### src/rtl/muldiv_pkg.sv
// rtl/muldiv_pkg.sv - shared ALU signal codes and sequencer state type
package muldiv_pkg;

    localparam logic [3:0] ALU_MULT = 4'b1101;
    localparam logic [3:0] ALU_DIV  = 4'b1010;
    localparam logic [3:0] ALU_MFHI = 4'b1011;
    localparam logic [3:0] ALU_MFLO = 4'b1100;

    typedef enum logic [1:0] {
        IDLE,
        RUN,
        DONE
    } state_e;

    function automatic logic is_muldiv(input logic [3:0] sig);
        return (sig == ALU_MULT) || (sig == ALU_DIV);
    endfunction

    function automatic logic is_hilo_user(input logic [3:0] sig);
        return is_muldiv(sig) || (sig == ALU_MFHI) || (sig == ALU_MFLO);
    endfunction

endpackage

### src/rtl/muldiv_step.sv
// rtl/muldiv_step.sv - one combinational shift-add or shift-subtract-restore iteration
module muldiv_step #(
    parameter int WIDTH = 32
) (
    input  logic             is_div,
    input  logic [WIDTH-1:0] acc,
    input  logic [WIDTH-1:0] mq,
    input  logic [WIDTH-1:0] operand,
    output logic [WIDTH-1:0] acc_next,
    output logic [WIDTH-1:0] mq_next
);

    logic [WIDTH:0]   sum;
    logic [WIDTH:0]   shifted;
    logic [WIDTH-1:0] rem_sub;
    logic             fits;

    always_comb begin
        sum     = {1'b0, acc} + (mq[0] ? {1'b0, operand} : '0);
        shifted = {acc, mq[WIDTH-1]};
        fits    = (shifted >= {1'b0, operand});
        // when the subtraction fits, the difference is below the divisor and needs no top bit
        rem_sub = shifted[WIDTH-1:0] - operand;
        if (is_div) begin
            acc_next = fits ? rem_sub : shifted[WIDTH-1:0];
            mq_next  = {mq[WIDTH-2:0], fits};
        end else begin
            acc_next = sum[WIDTH:1];
            mq_next  = {sum[0], mq[WIDTH-1:1]};
        end
    end

endmodule

### src/rtl/muldiv_sequencer.sv
// rtl/muldiv_sequencer.sv - iterative signed mult/div sequencer owning HI/LO with hazard stall
module muldiv_sequencer
    import muldiv_pkg::*;
#(
    parameter  int WIDTH = 32,
    localparam int CNT_W = $clog2(WIDTH) + 1
) (
    input  logic             clk,
    input  logic             rst,
    input  logic             ex_valid,
    input  logic [3:0]       ex_alu_signal,
    input  logic             kill,
    input  logic [WIDTH-1:0] op_a,
    input  logic [WIDTH-1:0] op_b,
    output logic             stall,
    output logic             busy,
    output logic [WIDTH-1:0] mf_result,
    output logic [WIDTH-1:0] hi,
    output logic [WIDTH-1:0] lo
);

    state_e             state_q, state_d;
    logic [CNT_W-1:0]   cnt_q, cnt_d;
    logic [WIDTH-1:0]   acc_q, acc_d;
    logic [WIDTH-1:0]   mq_q, mq_d;
    logic [WIDTH-1:0]   opnd_q, opnd_d;
    logic               is_div_q, is_div_d;
    logic               neg_res_q, neg_res_d;
    logic               neg_rem_q, neg_rem_d;
    logic [WIDTH-1:0]   hi_q, hi_d;
    logic [WIDTH-1:0]   lo_q, lo_d;

    logic [WIDTH-1:0]   a_mag, b_mag;
    logic [WIDTH-1:0]   step_acc, step_mq;
    logic [2*WIDTH-1:0] prod, prod_fix;
    logic               start;

    muldiv_step #(.WIDTH(WIDTH)) u_step (
        .is_div   (is_div_q),
        .acc      (acc_q),
        .mq       (mq_q),
        .operand  (opnd_q),
        .acc_next (step_acc),
        .mq_next  (step_mq)
    );

    always_comb begin
        a_mag    = op_a[WIDTH-1] ? -op_a : op_a;
        b_mag    = op_b[WIDTH-1] ? -op_b : op_b;
        start    = ex_valid & is_muldiv(ex_alu_signal) & ~kill;
        prod     = {acc_q, mq_q};
        prod_fix = neg_res_q ? -prod : prod;

        state_d   = state_q;
        cnt_d     = cnt_q;
        acc_d     = acc_q;
        mq_d      = mq_q;
        opnd_d    = opnd_q;
        is_div_d  = is_div_q;
        neg_res_d = neg_res_q;
        neg_rem_d = neg_rem_q;
        hi_d      = hi_q;
        lo_d      = lo_q;

        case (state_q)
            IDLE: begin
                if (start) begin
                    is_div_d = (ex_alu_signal == ALU_DIV);
                    cnt_d    = '0;
                    if (is_div_d && (op_b == '0)) begin
                        // divide by zero skips iteration; flags cleared so DONE writes raw values
                        acc_d     = op_a;
                        mq_d      = '1;
                        opnd_d    = '0;
                        neg_res_d = 1'b0;
                        neg_rem_d = 1'b0;
                        state_d   = DONE;
                    end else begin
                        acc_d     = '0;
                        mq_d      = is_div_d ? a_mag : b_mag;
                        opnd_d    = is_div_d ? b_mag : a_mag;
                        neg_res_d = op_a[WIDTH-1] ^ op_b[WIDTH-1];
                        neg_rem_d = op_a[WIDTH-1];
                        state_d   = RUN;
                    end
                end
            end
            RUN: begin
                if (kill) begin
                    state_d = IDLE;
                end else begin
                    acc_d = step_acc;
                    mq_d  = step_mq;
                    cnt_d = cnt_q + CNT_W'(1);
                    if (cnt_q == CNT_W'(WIDTH - 1)) begin
                        state_d = DONE;
                    end
                end
            end
            DONE: begin
                state_d = IDLE;
                if (!kill) begin
                    if (is_div_q) begin
                        hi_d = neg_rem_q ? -acc_q : acc_q;
                        lo_d = neg_res_q ? -mq_q : mq_q;
                    end else begin
                        hi_d = prod_fix[2*WIDTH-1:WIDTH];
                        lo_d = prod_fix[WIDTH-1:0];
                    end
                end
            end
            default: begin
                state_d = IDLE;
            end
        endcase
    end

    always_ff @(posedge clk or posedge rst) begin
        if (rst) begin
            state_q   <= IDLE;
            cnt_q     <= '0;
            acc_q     <= '0;
            mq_q      <= '0;
            opnd_q    <= '0;
            is_div_q  <= 1'b0;
            neg_res_q <= 1'b0;
            neg_rem_q <= 1'b0;
            hi_q      <= '0;
            lo_q      <= '0;
        end else begin
            state_q   <= state_d;
            cnt_q     <= cnt_d;
            acc_q     <= acc_d;
            mq_q      <= mq_d;
            opnd_q    <= opnd_d;
            is_div_q  <= is_div_d;
            neg_res_q <= neg_res_d;
            neg_rem_q <= neg_rem_d;
            hi_q      <= hi_d;
            lo_q      <= lo_d;
        end
    end

    always_comb begin
        busy      = (state_q != IDLE);
        stall     = busy & ex_valid & is_hilo_user(ex_alu_signal);
        mf_result = '0;
        if (!busy) begin
            if (ex_alu_signal == ALU_MFHI) begin
                mf_result = hi_q;
            end else if (ex_alu_signal == ALU_MFLO) begin
                mf_result = lo_q;
            end
        end
    end

    assign hi = hi_q;
    assign lo = lo_q;

endmodule
### config.mk
export PLATFORM = sky130hd
export DESIGN_NAME = muldiv_sequencer
export DESIGN_NICKNAME = d
export VERILOG_FILES = /design/src/rtl/muldiv_pkg.sv /design/src/rtl/muldiv_step.sv /design/src/rtl/muldiv_sequencer.sv
export SDC_FILE = /design/constraint.sdc
export NUM_CORES = 1
export LEC_CHECK = 0
export CAP_MARGIN = 15
export CELL_PAD_IN_SITES_DETAIL_PLACEMENT = 0
export CELL_PAD_IN_SITES_GLOBAL_PLACEMENT = 2
export CORE_ASPECT_RATIO = 0.6
export CORE_MARGIN = 8
export CORE_UTILIZATION = 35
export CTS_BUF_LIST = sky130_fd_sc_hd__clkbuf_2 sky130_fd_sc_hd__clkbuf_4 sky130_fd_sc_hd__clkbuf_8
export DETAILED_ROUTE_END_ITERATION = 8
export PLACE_DENSITY = 0.85
export RECOVER_POWER = 25
export SLEW_MARGIN = 20
export SYNTH_ARGS = -nofsm -noshare
export SYNTH_HDL_FRONTEND = slang
export SYNTH_HIERARCHICAL = 1
export SYNTH_SLANG_ARGS = --single-unit
### constraint.sdc
create_clock -name clk -period 7.68 [get_ports clk]
set_input_delay 1.152 -clock clk [delete_from_list [all_inputs] [get_ports clk]]
set_output_delay 1.152 -clock clk [all_outputs]
set_load 0.05 [all_outputs]
==> results.toml <==
[logic_synthesis]
syn_area_mm2 = 0.0154
ys_seq_area_share_pct = 27.8
synth_warnings = 6
synthMuxAreaShare_pct = 4.90
avgSynthCellArea_um2 = 7.95
synth_ff_type = "dfrtp_1"
synth_xor_area_share_pct = 9.38
synth_top_family_by_area = "compound AO/OA/AOI/OAI gates"
syn_inst = 1940
syn_nets = 2083
async_flop_share_pct = 100
synth_compound_area_share_pct = 25.7
synth.distinct_cells = 90
synth-edff-count = 0
synth_fa_ha_area_share_pct = 5.86
yosys.area_share.simple_pct = 21.7
ys_seq_elements = 171

[finish]
layout-drive-gt1-share_pct = 7.04
layout.nets = 2191
syn_to_final_growth_pct = 16.6
final_util_pct = 41.4
fillerInstances = 4505

[worst_setup_path]
reg2reg_slack_ps = 3040
slowest_delay_ps = 640
crit_required_ps = 8060
crit_slowest_cell = "a211oi_1"
crit_start = "mq_q[0]$_DFFE_PP0P_"
reg2regPathDepth = 15
endpoint_kind = "register"
critPathKind = "reg -> reg"
cp-start-kind = "register"
critPathMaxFanout = 32
worstPathArrival_ps = 5020
r2r_end = "acc_q[24]$_DFFE_PP0P_"
critical_path.cell_chain = "buf_4, and2_1, ha_1, a211oi_1, o211ai_1, a21oi_1, a211oi_1, buf_4, a21o_1, o2bb2ai_1, o41ai_1, mux2i_1, o211ai_1, a221oi_1, nor2_1"
r2r_start = "mq_q[0]$_DFFE_PP0P_"

[job]
drv_cap = 1

[power]
ir_worst_vdd_mv = 0.109
power_density_mw_per_mm2 = 275
power.leakage_nw = 7.36
finalPower_w = 0.00494

[timing]
fmax_mhz = 216
min_period_ps = 4640
rsz0062_at_grt = "no"
finalWorstSetupSlack_ps = 3040
slew-limit-headroom_pct = -63.7
skew_ps = 20.0
setup_viol = 0
whs_ps = 518
setup_tns_ps = 0
hold_viol = 0
finalCritPeriodShare_pct = 60.4
final_max_slew_viol_count = 47
tightest_slew_ps = 2440

[hold_path]
hold_path_startpoint = "cnt_q[1]$_DFFE_PP0P_"
min_to = "cnt_q[1]$_DFFE_PP0P_"
min_path_type = "reg -> reg"
hold_depth = 2

[placement]
io_buffers = 169
dp_hpwl_um = 50600
routabilityCongestion = 0.939
dp_slack_ps = 3030

[grt]
grt_max_degree = 101
grt_pass1_vias = 14300
grt-ovfl-total = 0
grt_antenna_before_repair = 3
grt_pass1_wl_um = 95000
grt_use_total_pct = 24.3

[clocking]
cts_root_buf = "clkbuf_8"
path_clk_slew_ps = 90
clock_sinks = 171
cts_setup_buffers = 0
cts_htree_levels = 4
hold_buffers = 0
clockBufferDepth = 2
cts_tree = "done"
insertion_delay_ps = 500
cts-resized-gates = 0
cts_made_buffers = 17

[route]
routed_via_density = 5.95
totalWireLength_um = 64000
drc = 0
route.detailed.wl_per_inst_um = 24.2
drt_pass1_iterations = 5
drtIter0Drc = 1860
ant_nets = 0
vias = 15700

[floorplan]
chipWidth_um = 287
fp.dieH_um = 179
die-area_mm2 = 0.0512
ios = 170
start_util_pct = 35.5
rows = 59
core_mm2 = 0.0434

[outcome]
outcome = "finished, violations left"
violations = "capacitance limit, slew limit"
how the worst max path moves through the flow:
| stage | slack (ps) | to | cells past startpoint |
|---|---|---|---|
| after floorplan | 1900 | acc_q[0]$_DFFE_PP0P_ | 1 |
| after global placement | 3140 | mf_result[22] | 7 |
| after detailed placement | 3030 | opnd_q[25]$_DFFE_PP0P_ | 9 |
| after CTS | 3080 | mf_result[26] | 7 |
| after global routing | 2780 | acc_q[24]$_DFFE_PP0P_ | 15 |
| final | 3040 | acc_q[24]$_DFFE_PP0P_ | 15 |
critical path: cells and delay by family, from the launching register on:
| family | cells | cell delay [ps] |
|---|---|---|
| compound gates | 9 | 2680 |
| buf+inv | 2 | 570 |
| mux | 1 | 260 |
| simple gates | 2 | 300 |
| flops | 1 | 440 |
| fa+ha+maj | 1 | 260 |
synth_stat cells, drive strengths merged, types with 36 or more instances:
cell / count / area (um^2)
xnor2: 66 / 578
clkbuf: 89 / 334
nand2: 187 / 702
a21o: 40 / 300
mux2: 36 / 405
and2: 40 / 251
or3: 49 / 309
nor2: 210 / 788
dfrtp: 171 / 4280
a22oi: 40 / 300
inv: 65 / 244
ha: 69 / 863
xor2: 99 / 867
a21oi: 115 / 579
o21ai: 185 / 933
a221oi: 36 / 334
cell usage in the layout, fill, tap and decap left out, types with 9 or more instances in the layout:
cell type and n:
nand3_1 35, or3_1 47, nor2_1 205, xor2_1 99, o31ai_1 32, clkdlybuf4s50_1 167, or4_1 12, o22ai_1 9
a21o_1 40, nor2b_1 10, ha_1 69, a21oi_1 113, a211oi_1 16, dfrtp_1 170, o21bai_1 9, inv_1 64
nor4_1 17, o41ai_1 21, o21a_1 14, clkbuf_8 19, nor3_1 32, mux2_2 36, xnor2_1 66, a221oi_1 33
nand2_1 186, a31oi_1 18, mux2i_1 35, and2_1 39, buf_4 31, nand2b_1 22, o211ai_1 9, a22oi_1 40
o21ai_0 180, nand4_1 13
flip-flops by register name, summed over array words and instances, names as in the netlist:
signal     cells
acc_q         32
hi            32
lo            32
mq_q          32
opnd_q        32
cnt_q          6
state_q        2
is_div_q       1
neg_rem_q      1
neg_res_q      1
area by class of cell:
type | instances | area [um^2] | area share, %
multi-input cells | 1592 | 10400 | 58.1
well taps | 579 | 724 | 4.03
diodes | 1 | 2.50 | 0.0139
flip-flops and latches | 171 | 4280 | 23.8
repair buffers | 200 | 1920 | 10.7
inverters | 66 | 249 | 1.39
clock inverters | 12 | 90.1 | 0.501
clock buffers | 19 | 262 | 1.46
cells by family (layout without fill, tap and decap cells):
logic type | after synthesis | in the layout
compound gates | 602 | 602
xor+xnor | 165 | 165
fa+ha+maj | 71 | 71
buf+inv | 177 | 297
flops | 171 | 171
mux | 71 | 71
other cells | 0 | 1
simple gates | 683 | 683
stage by stage:
step | instances | area [um^2]
finish | 2640 | 18000
global route | 2639 | 18000
CTS | 2639 | 18000
detailed placement | 2608 | 17600
global placement | 2608 | 17600
floorplan | 1940 | 15400
layer usage:
layer,track usage (%),vias up,wire [um]
met5,0,-,13
met4,6.65,2,1580
met3,6.65,80,5980
met2,31.8,693,24400
met1,37.5,7624,32000
li1,-,7307,-
power breakdown:
group,switching [W],internal [W],leakage (nW)
clock,0.000379,0.000242,0.175
combinational,0.00170,0.00115,5.00
sequential,0.000414,0.00106,2.18
Note: power is estimated with default switching activity, not from simulation.
==> RTL change (same settings) <==
`WIDTH` is set to 32 in 2 places; all go to 16.
--- a/src/rtl/muldiv_step.sv
+++ b/src/rtl/muldiv_step.sv
@@ -1,6 +1,6 @@
 // rtl/muldiv_step.sv - one combinational shift-add or shift-subtract-restore iteration
 module muldiv_step #(
-    parameter int WIDTH = 32
+    parameter int WIDTH = 16
 ) (
     input  logic             is_div,
     input  logic [WIDTH-1:0] acc,
--- a/src/rtl/muldiv_sequencer.sv
+++ b/src/rtl/muldiv_sequencer.sv
@@ -2,7 +2,7 @@
 module muldiv_sequencer
     import muldiv_pkg::*;
 #(
-    parameter  int WIDTH = 32,
+    parameter  int WIDTH = 16,
     localparam int CNT_W = $clog2(WIDTH) + 1
 ) (
     input  logic             clk,
Interface: changed (5 resized); port bits go from 170 to 90. No check against the original RTL was run, so the function may have changed too.
==> RTL change against the unedited design <==
Sequential cell count down 81; clock skew fell by 3.7 ps; wire length decreased by 59%; non-clock buffer count fell by 102; design area is 49% lower; area after synthesis shrank 50%; worst setup slack lost 350 ps; power fell by 50%; global-route usage shrank 4.8 points; hold slack worse by 5.4 ps; largest power group unchanged; highest routed layer is now met4.
==> RTL change: results <==
[grt]
grt_pass1_vias = 6816
grt_pass1_wl_um = 41700
grt_start_max_net_pins = 78
met2_usage_pct = 25.4
met1_usage_pct = 32.2
grt_usage_pct = 19.5
grt_antenna_before_repair = 0
grt_use_met3_pct = 3.29

[placed_design]
place_area_sq_mm = 0.00884
preCtsSetupSlack_ps = 2470
hpwl_um = 20800
port_buffers = 89
gp_congestion = 0.841

[clock_network]
cts_root_buf = clkbuf_8
clk_path_buf_depth = 2
cts_made_buffers = 9
postCtsSetupRepairBufs = 0
clk_latency_ps = 380
htreeDepth = 3

[timing]
worstMarginPinSlew_ps = 986
fin_skew_ps = 16.3

[worst_setup_path]
worst-path-max-fanout = 16
cp.arrival_ps = 3840

[route]
wl_met1_um = 14900
wl_met2_um = 9930
drt_iter0_markers = 698
drt-vias-per-instance = 5.63
wl_per_cell_um = 20.2
top_layer_used = met4
wl_met3_um = 1580

[final_layout]
layout.nets = 1103
drive_gt1_share_pct = 7.00
fillers = 2290
antennaDiodeCount = 0

[yosys]
synth_seq_area_share_pct = 29.2
synthDistinctLibCells = 68
yosys_warnings = 6
synthTopCellsByCount = nand2_1, dfrtp_1, nor2_1
syn_nets = 1045
async_reset_ff_share_pct = 100
synthTopCellsByArea = dfrtp_1, ha_1, nand2_1

[power_and_ir_drop]
peakVddDrop_mv = 0.130
p_leak_uw = 0.00369

[status]
status = complete, no violations
[RTL change: per-stage QoR]
step,std cells,util (%)
3_3_place_gp,1298,40.4
2_1_floorplan,965,-
3_5_place_dp,1298,40.4
4_1_cts,1314,41.5
5_1_grt,1314,41.6
6_report,1314,41.6
[RTL change: worst paths after layout]
kind	start	end	slack, ps	depth (start not counted)
setup / recovery	ex_alu_signal[1]	mf_result[7]	2690	6
hold / removal	cnt_q[1]	cnt_q[1]	510	2
setup reg to reg	acc_q[2]	acc_q[9]	4090	9
hold reg to reg	cnt_q[1]	cnt_q[1]	510	2
max in group asynchronous	rst	is_div_q	5220	3
min in group asynchronous	rst	cnt_q[3]	1290	2
[RTL change: kinds of logic (layout without fill, tap and decap cells)]
kind of cell | after synthesis | count (layout) | share of synthesized area [%]
xor gates and xnor gates | 83 | 83 | 9.42
and+or+nand+nor | 356 | 356 | 21.7
adders and majority gates | 40 | 40 | 6.68
buffers and inverters | 88 | 151 | 4.60
DFF | 90 | 90 | 29.2
AOI/OAI and AO/OA | 267 | 267 | 22.7
muxes | 41 | 41 | 5.71
[RTL change: cell type report]
type / instances / share of cell area [%]
timing repair buffer: 98 / 10.6
multi-input combinational: 787 / 56.5
sequential: 90 / 24.8
clock buffer: 9 / 1.36
clock inverter: 7 / 1.33
tap: 286 / 3.93
inverter: 37 / 1.54
[RTL change: power breakdown]
| part | total [uW] | internal [uW] | leakage [uW] | switching [uW] |
|---|---|---|---|---|
| clock | 413 | 219 | 0.000125 | 194 |
| combinational | 1280 | 555 | 0.00240 | 720 |
| sequential | 760 | 557 | 0.00116 | 203 |
| total | 2450 | 1330 | 0.00369 | 1120 |
[RTL change: critical path: stages]
cell and delay (ps):
clkdlybuf4s50_1 620, nand2_1 170, nor3b_4 700, a22oi_1 200, nor2_1 160, clkdlybuf4s50_1 820
